### config.mk
export PLATFORM = sky130hd
export DESIGN_NAME = spike_rate_decoder_flat
export DESIGN_NICKNAME = d
export VERILOG_FILES = /design/src/rtl/spike_rate_decoder_if.sv /design/src/rtl/spike_rate_decoder.sv /design/src/flat_wrapper.sv
export SDC_FILE = /design/constraint.sdc
export NUM_CORES = 1
export LEC_CHECK = 0
export CELL_PAD_IN_SITES_DETAIL_PLACEMENT = 0
export CELL_PAD_IN_SITES_GLOBAL_PLACEMENT = 1
export CORE_MARGIN = 2
export CORE_UTILIZATION = 35
export CTS_BUF_LIST = sky130_fd_sc_hd__clkbuf_16
export DETAILED_ROUTE_END_ITERATION = 6
export MAX_ROUTING_LAYER = met4
export PLACE_DENSITY_LB_ADDON = 0.1
export RECOVER_POWER = 25
export SKIP_LAST_GASP = 1
export SYNTH_ARGS = -nofsm -noshare
export SYNTH_HDL_FRONTEND = slang
export SYNTH_HIERARCHICAL = 1
export SYNTH_SLANG_ARGS = --single-unit
### constraint.sdc
create_clock -name clk -period 18 [get_ports clk]
set_input_delay 3.6 -clock clk [delete_from_list [all_inputs] [get_ports clk]]
set_output_delay 3.6 -clock clk [all_outputs]
set_load 0.005 [all_outputs]
### src/rtl/spike_rate_decoder_if.sv
// Result channel of the spike rate decoder: single-entry valid/ready register
// carrying per-channel counts, saturation flags, winner index, any-spike flag
// and per-channel first-spike offsets.
//   master : decoder side (drives result, samples out_ready)
//   slave  : consumer side (samples result, drives out_ready)
interface spike_rate_decoder_if #(
  parameter int NCH   = 8,
  parameter int CNT_W = 8,
  parameter int WIN_W = 8
);
  localparam int IDX_W = (NCH > 1) ? $clog2(NCH) : 1;

  logic                            out_valid;
  logic                            out_ready;
  logic [NCH-1:0][CNT_W-1:0]       out_count;   // channel i at [i*CNT_W +: CNT_W]
  logic [NCH-1:0]                  out_sat;
  logic [IDX_W-1:0]                out_winner;
  logic                            out_any;
  logic [NCH-1:0][WIN_W-1:0]       out_first;

  modport master (
    output out_valid, out_count, out_sat, out_winner, out_any, out_first,
    input  out_ready
  );

  modport slave (
    input  out_valid, out_count, out_sat, out_winner, out_any, out_first,
    output out_ready
  );
endinterface

### src/rtl/spike_rate_decoder.sv
// spike_rate_decoder: counts spikes per channel over a window of enabled
// cycles and hands the result to a single-entry valid/ready register.
// Optional feature macro: SPIKE_LATENCY_EN (per-channel first-spike offset).
// Ports:
//   clk, rst       clock, async active-high reset
//   ena_i          sample enable (low pauses the window)
//   spike_in_i     NCH spike lines
//   start_i        begin a window (honoured in IDLE only)
//   continuous_i   auto-restart after each result load
//   window_len_i   window length in enabled cycles, 0 = 2^WIN_W
//   busy_o         high in COUNT or STALL
//   res_o          result channel (master modport)

// Per-channel counter. *_nxt_o is the value after this cycle's sample, which
// is what the result register captures on the last sample of a window.
module spike_rate_lane #(
  parameter int CNT_W = 8,
  parameter int WIN_W = 8
) (
  input  logic             clk,
  input  logic             rst,
  input  logic             clr_i,
  input  logic             sample_i,
  input  logic             spike_i,
`ifdef SPIKE_LATENCY_EN
  input  logic [WIN_W-1:0] idx_i,
  output logic [WIN_W-1:0] first_nxt_o,
`endif
  output logic [CNT_W-1:0] cnt_nxt_o,
  output logic             sat_nxt_o
);
  logic [CNT_W-1:0] cnt_q;
  logic             sat_q;

  // sat flags a spike that arrived while the counter was already at max
  always_comb begin
    cnt_nxt_o = cnt_q;
    sat_nxt_o = sat_q;
    if (sample_i && spike_i) begin
      if (cnt_q == {CNT_W{1'b1}}) sat_nxt_o = 1'b1;
      else                        cnt_nxt_o = cnt_q + 1'b1;
    end
  end

  always_ff @(posedge clk or posedge rst) begin
    if (rst) begin
      cnt_q <= '0;
      sat_q <= 1'b0;
    end else if (clr_i) begin
      cnt_q <= '0;
      sat_q <= 1'b0;
    end else begin
      cnt_q <= cnt_nxt_o;
      sat_q <= sat_nxt_o;
    end
  end

`ifdef SPIKE_LATENCY_EN
  // separate seen bit so a first spike at index 2^WIN_W-1 is still recorded
  logic [WIN_W-1:0] first_q;
  logic             seen_q;
  logic             seen_nxt;

  always_comb begin
    first_nxt_o = first_q;
    seen_nxt    = seen_q;
    if (sample_i && spike_i && !seen_q) begin
      first_nxt_o = idx_i;
      seen_nxt    = 1'b1;
    end
  end

  always_ff @(posedge clk or posedge rst) begin
    if (rst || clr_i) begin
      first_q <= '1;
      seen_q  <= 1'b0;
    end else begin
      first_q <= first_nxt_o;
      seen_q  <= seen_nxt;
    end
  end
`endif
endmodule

module spike_rate_decoder #(
  parameter int NCH   = 8,
  parameter int CNT_W = 8,
  parameter int WIN_W = 8
) (
  input  logic               clk,
  input  logic               rst,
  input  logic               ena_i,
  input  logic [NCH-1:0]     spike_in_i,
  input  logic               start_i,
  input  logic               continuous_i,
  input  logic [WIN_W-1:0]   window_len_i,
  output logic               busy_o,
  spike_rate_decoder_if.master res_o
);
  localparam int IDX_W = (NCH > 1) ? $clog2(NCH) : 1;

  typedef enum logic [1:0] {S_IDLE, S_COUNT, S_STALL} state_e;

  state_e                    state_q, state_d;
  logic [WIN_W:0]            rem_q, rem_d;   // one extra bit holds 2^WIN_W
  logic [WIN_W:0]            cap_len;
  logic                      sample, clr, load, accept, valid_d;
  logic [NCH-1:0][CNT_W-1:0] cnt_nxt;
  logic [NCH-1:0]            sat_nxt;
  logic [IDX_W-1:0]          win;
  logic [CNT_W-1:0]          best;
  logic                      any;

  assign accept  = res_o.out_valid & res_o.out_ready;
  assign cap_len = (window_len_i == '0) ? {1'b1, {WIN_W{1'b0}}} : {1'b0, window_len_i};
  assign busy_o  = (state_q != S_IDLE);

  always_comb begin
    state_d = state_q;
    sample  = 1'b0;
    clr     = 1'b0;
    load    = 1'b0;
    case (state_q)
      S_IDLE: begin
        if (start_i) begin
          clr     = 1'b1;
          state_d = S_COUNT;
        end
      end
      S_COUNT: begin
        if (ena_i) begin
          sample = 1'b1;
          if (rem_q == {{WIN_W{1'b0}}, 1'b1}) begin
            // result reg is free if empty or being drained this very cycle
            if (!res_o.out_valid || accept) load    = 1'b1;
            else                            state_d = S_STALL;
          end
        end
      end
      S_STALL: begin
        if (accept) load = 1'b1;
      end
      default: state_d = S_IDLE;
    endcase
    // clearing the counters on the load edge is safe: the result register
    // captures cnt_nxt, which already includes the final sample
    if (load) begin
      if (continuous_i) begin
        clr     = 1'b1;
        state_d = S_COUNT;
      end else begin
        state_d = S_IDLE;
      end
    end
  end

  always_comb begin
    rem_d = rem_q;
    if (clr)         rem_d = cap_len;
    else if (sample) rem_d = rem_q - 1'b1;
  end

  always_ff @(posedge clk or posedge rst) begin
    if (rst) begin
      state_q <= S_IDLE;
      rem_q   <= '0;
    end else begin
      state_q <= state_d;
      rem_q   <= rem_d;
    end
  end

`ifdef SPIKE_LATENCY_EN
  logic [WIN_W-1:0]          idx_q;   // enabled-cycle index within window
  logic [NCH-1:0][WIN_W-1:0] first_nxt;

  always_ff @(posedge clk or posedge rst) begin
    if (rst)         idx_q <= '0;
    else if (clr)    idx_q <= '0;
    else if (sample) idx_q <= idx_q + 1'b1;
  end
`endif

  for (genvar g = 0; g < NCH; g++) begin : g_lane
    spike_rate_lane #(.CNT_W(CNT_W), .WIN_W(WIN_W)) u_lane (
      .clk        (clk),
      .rst        (rst),
      .clr_i      (clr),
      .sample_i   (sample),
      .spike_i    (spike_in_i[g]),
`ifdef SPIKE_LATENCY_EN
      .idx_i      (idx_q),
      .first_nxt_o(first_nxt[g]),
`endif
      .cnt_nxt_o  (cnt_nxt[g]),
      .sat_nxt_o  (sat_nxt[g])
    );
  end

  // strict '>' keeps the lowest index on ties; all-zero leaves winner 0
  always_comb begin
    win  = '0;
    best = cnt_nxt[0];
    for (int i = 1; i < NCH; i++) begin
      if (cnt_nxt[i] > best) begin
        best = cnt_nxt[i];
        win  = IDX_W'(i);
      end
    end
    any = |cnt_nxt;
  end

  assign valid_d = load | (res_o.out_valid & ~res_o.out_ready);

  always_ff @(posedge clk or posedge rst) begin
    if (rst) begin
      res_o.out_valid  <= 1'b0;
      res_o.out_count  <= '0;
      res_o.out_sat    <= '0;
      res_o.out_winner <= '0;
      res_o.out_any    <= 1'b0;
    end else begin
      res_o.out_valid <= valid_d;
      if (load) begin
        res_o.out_count  <= cnt_nxt;
        res_o.out_sat    <= sat_nxt;
        res_o.out_winner <= win;
        res_o.out_any    <= any;
      end
    end
  end

`ifdef SPIKE_LATENCY_EN
  always_ff @(posedge clk or posedge rst) begin
    if (rst)       res_o.out_first <= '0;
    else if (load) res_o.out_first <= first_nxt;
  end
`else
  assign res_o.out_first = '0;
`endif
endmodule

### src/flat_wrapper.sv
// flat-port wrapper written by rule: the top's interface ports become plain ports
module spike_rate_decoder_flat 
#(
  parameter int NCH   = 8,
  parameter int CNT_W = 8,
  parameter int WIN_W = 8
)
  (clk, rst, ena_i, spike_in_i, start_i, continuous_i, window_len_i, busy_o, res_o_out_valid, res_o_out_count, res_o_out_sat, res_o_out_winner, res_o_out_any, res_o_out_first, res_o_out_ready);
  spike_rate_decoder_if #(.NCH(NCH), .CNT_W(CNT_W), .WIN_W(WIN_W)) res_o_i ();
  input  logic clk;
  input  logic rst;
  input  logic ena_i;
  input  logic [NCH-1:0] spike_in_i;
  input  logic start_i;
  input  logic continuous_i;
  input  logic [WIN_W-1:0] window_len_i;
  output logic busy_o;
  output wire logic [$bits(res_o_i.out_valid)-1:0] res_o_out_valid;
  output wire logic [$bits(res_o_i.out_count)-1:0] res_o_out_count;
  output wire logic [$bits(res_o_i.out_sat)-1:0] res_o_out_sat;
  output wire logic [$bits(res_o_i.out_winner)-1:0] res_o_out_winner;
  output wire logic [$bits(res_o_i.out_any)-1:0] res_o_out_any;
  output wire logic [$bits(res_o_i.out_first)-1:0] res_o_out_first;
  input wire logic [$bits(res_o_i.out_ready)-1:0] res_o_out_ready;
  assign res_o_out_valid = res_o_i.out_valid;
  assign res_o_out_count = res_o_i.out_count;
  assign res_o_out_sat = res_o_i.out_sat;
  assign res_o_out_winner = res_o_i.out_winner;
  assign res_o_out_any = res_o_i.out_any;
  assign res_o_out_first = res_o_i.out_first;
  assign res_o_i.out_ready = res_o_out_ready;
  spike_rate_decoder #(.NCH(NCH), .CNT_W(CNT_W), .WIN_W(WIN_W)) u_core (.clk(clk), .rst(rst), .ena_i(ena_i), .spike_in_i(spike_in_i), .start_i(start_i), .continuous_i(continuous_i), .window_len_i(window_len_i), .busy_o(busy_o), .res_o(res_o_i));
endmodule
==> run_results.csv, run 1 <==
group,metric,value,unit
timing,setup_violations,0,
timing,hold_violations,0,
setup_path,crit_start,"ena_i",
global_routing,groute.usage.overall,0.196,
detailed_routing,drc,0,
setup_path,crit_path_end_kind,"flop",
global_routing,antenna_found_initial,0,
cells_and_area,fillers,3215,
synth,synth_warnings,6,
synth,synth_area_per_cell,9.77,um^2
run_status,outcome,"finished, violations left",
floorplan,die_x,186,um
setup_path,critPathSlowestCell,"or4_1",
global_routing,overflow,0,
setup_path,cp_slowest_stage_delay,0.46,ns
setup_path,path_class,"in -> reg",
setup_path,cp.required,18.32,ns
cells_and_area,seq_area,4000,um^2
worst_hold_path,hold_start,"u_core/g_lane[4].u_lane/sat_q$_DFF_PP0_",
flow_run,cap_violations,1,
synth,synth-seq-area-share,0.347,
clock_network,clock_latency,0.44,ns
detailed_routing,vias,9366,
setup_path,cpMostUsedCell,"ha_1",
clock_network,htreeDepth,4,
worst_hold_path,hp-class,"reg -> reg",
synth,ys_types,79,
clock_network,cts.sinks,160,
detailed_routing,wire_per_inst,18.6,um
timing,clock.fmax,58.5,MHz
clock_network,clk_pin_slew,0.06,ns
detailed_routing,ant_nets,0,
setup_path,cp_max_fo,10,
detailed_routing,drt_iter0_drc,576,
global_routing,grt_max_degree,62,
detailed_routing,first_pass_iters,5,
cells_and_area,antenna_cells,0,
detailed_routing,vias_per_cell,5.31,
floorplan,start_util,0.355,
floorplan,core_area,32500,um^2
timing,worstMarginPinSlew,1.99,ns
cells_and_area,areaGrowthSynthToFinish,18.3,%
synth,yosys_register_bits,160,
timing,finClkSkew,0.0140,ns
setup_path,cp.arrival,17.41,ns
placement,dpl.hpwl,24300,um
floorplan,io_pins,164,
placement,port_buffers,99,
synth,netlist_area,11600,um^2
floorplan,fp.dieArea,34500,um^2
synth,async_reset_ff_frac,1.00,
clock_network,cts_tree,"yes",
timing,relSlewSlack,-0.334,
cells_and_area,multi_input_area,6790,um^2
placement,gp_congestion,0.880,
clock_network,max-clock-path-buffers,2,
floorplan,die_y,186,um
timing,tns,0,ns
setup_path,r2r_start,"u_core/state_q[1]$_DFFE_PP0P_",
clock_network,root_buffer,"clkbuf_16",
synth,synth_ff_type,"dfrtp_1",
global_routing,grt_pass1_wl,50200,um
cells_and_area,drive_gt1_frac,0.202,
floorplan,std_cell_rows,66,
setup_path,cp-start-kind,"primary input",
timing,slew_viol_final,42,
timing,fin_crit,17.09,ns
run_status,violations,"capacitance limit, slew limit",
clock_network,cts_buffers,17,
detailed_routing,routed_wl,32900,um
synth,syn_inst,1183,
synth,synth_edf_count,0,
global_routing,grt_pass1_vias,8785,
cells_and_area,fin_nets,1398,
timing,period_share,0.950,
clock_network,hold_buffers,0,
## stage by stage
| step | hold slack [ns] | util | setup slack (ns) | instances | instance area (um^2) |
|---|---|---|---|---|---|
| floorplan | 0.453 | - | 0.389 | 1246 | 11800 |
| global placement | 0.470 | 0.395 | -0.341 | 1716 | 12800 |
| detailed placement | 0.489 | 0.395 | -0.555 | 1716 | 12800 |
| CTS | 0.505 | 0.412 | 0.0962 | 1746 | 13400 |
| global route | 0.518 | 0.420 | -0.0678 | 1763 | 13700 |
| finish | 0.500 | 0.420 | 0.908 | 1763 | 13700 |
## critical path, delay by kind of cell
family	cells	cell delay [ns]
buffers and inverters	8	1.48
AND/OR/NAND/NOR	24	4.43
AO/OA/AOI/OAI	25	4.37
multiplexers	4	1.36
adder cells (fa/ha/maj)	8	2.15
## final cells by class
class	instances	share of cell area
repair buffers	164	0.108
clock inverters	13	0.00925
repair inverters	1	0.000549
clock buffers	17	0.0311
well taps	442	0.0405
inverters	72	0.0201
flip-flops and latches	160	0.293
multi-input cells	894	0.497
## final timing paths
path                       slack, ns  cells past startpoint                                          to
max in group asynchronous      11.88                      4      u_core/res_o.out_count[31]$_DFFE_PP0P_
max reg2reg                     3.86                     70      u_core/res_o.out_winner[1]$_DFFE_PP0P_
min                             0.50                      2     u_core/g_lane[4].u_lane/sat_q$_DFF_PP0_
max                             0.91                     69      u_core/res_o.out_winner[1]$_DFFE_PP0P_
min reg2reg                     0.50                      2     u_core/g_lane[4].u_lane/sat_q$_DFF_PP0_
min in group asynchronous       4.13                      3  u_core/g_lane[0].u_lane/cnt_q[5]$_DFF_PP0_
## layer usage
metal	routed length, um	share of wire	track usage
met5	0	0	-
met4	399	0.012	0.0466
met3	1280	0.039	0.0323
met2	15000	0.46	0.300
met1	16100	0.49	0.270
## synth_stat cells, drive strengths merged (8+ instances only)
cell type | count | share of area
dfrtp | 160 | 0.35
buf | 101 | 0.070
mux2 | 97 | 0.10
a21oi | 74 | 0.035
inv | 72 | 0.023
ha | 66 | 0.071
nor2 | 66 | 0.021
nand2 | 55 | 0.018
nor3 | 38 | 0.017
nand3 | 36 | 0.016
nand4 | 36 | 0.022
nor4 | 32 | 0.019
o21ai | 32 | 0.014
a211oi | 28 | 0.019
and4 | 26 | 0.021
mux2i | 22 | 0.019
clkbuf | 20 | 0.0070
and3 | 18 | 0.011
nor2b | 18 | 0.0097
a31oi | 16 | 0.0097
a21o | 15 | 0.0097
nand2b | 12 | 0.0065
xor2 | 12 | 0.0091
o211a | 11 | 0.013
xnor2 | 10 | 0.0076
a41oi | 9 | 0.0068
o211ai | 8 | 0.0052
## cell usage in the layout (no fill, tap or decap), types with 14 or more instances in the layout
master | netlist | final
dfrtp_1 | 160 | 160
clkdlybuf4s50_1 | 0 | 98
mux2_2 | 80 | 80
inv_1 | 72 | 72
a21oi_1 | 71 | 68
ha_1 | 66 | 65
nor2_1 | 66 | 64
conb_1 | 1 | 64
buf_4 | 71 | 62
nand2_1 | 55 | 54
nor3_1 | 37 | 36
nand3_1 | 36 | 35
nand4_1 | 31 | 31
nor4_1 | 31 | 29
o21ai_0 | 29 | 25
a211oi_1 | 25 | 25
and4_1 | 22 | 21
nor2b_1 | 18 | 18
clkbuf_16 | 0 | 17
mux2_4 | 16 | 16
a21o_1 | 15 | 15
and3_1 | 15 | 14
mux2i_1 | 22 | 14
## state kept, by name, indices dropped and copies added (netlist names)
| register | count |
|---|---|
| u_core/g_lane.u_lane/cnt_q | 64 |
| u_core/g_lane.u_lane/sat_q | 8 |
| u_core/rem_q | 9 |
| u_core/res_o.out_any | 1 |
| u_core/res_o.out_count | 64 |
| u_core/res_o.out_sat | 8 |
| u_core/res_o.out_valid | 1 |
| u_core/res_o.out_winner | 3 |
| u_core/state_q | 2 |
## repair_timing
item,CTS,global route
pin swaps,0,6
hold endpoints to repair,0,0
buffers inserted,0,15
resized for setup,3,37
cloned,0,2
setup endpoints to repair,1,3
## kinds of logic after synthesis
| group | count (synthesis) | synth area share |
|---|---|---|
| flops | 160 | 0.347 |
| other cells | 1 | 0.000325 |
| simple gates | 367 | 0.179 |
| fa+ha+maj | 67 | 0.0723 |
| buf+inv | 193 | 0.100 |
| mux | 119 | 0.119 |
| compound gates | 254 | 0.166 |
| xor+xnor | 22 | 0.0167 |
Power of run 1 is left out: the tool's default activity adds up to more than one toggle a clock period on the data nets, which glitch-free logic cannot reach.
==> run 2, diff against run 1 <==
--- a/config.mk
+++ b/config.mk
@@ -11,6 +11,7 @@
 export CORE_UTILIZATION = 35
 export CTS_BUF_LIST = sky130_fd_sc_hd__clkbuf_16
 export DETAILED_ROUTE_END_ITERATION = 6
+export GPL_ROUTABILITY_DRIVEN = 0
 export MAX_ROUTING_LAYER = met4
 export PLACE_DENSITY_LB_ADDON = 0.1
 export RECOVER_POWER = 25
==> results of run 2 <==
Final layout, timing and power as in run 1 (identical DEF).
Power of run 2 is left out for the same reason.
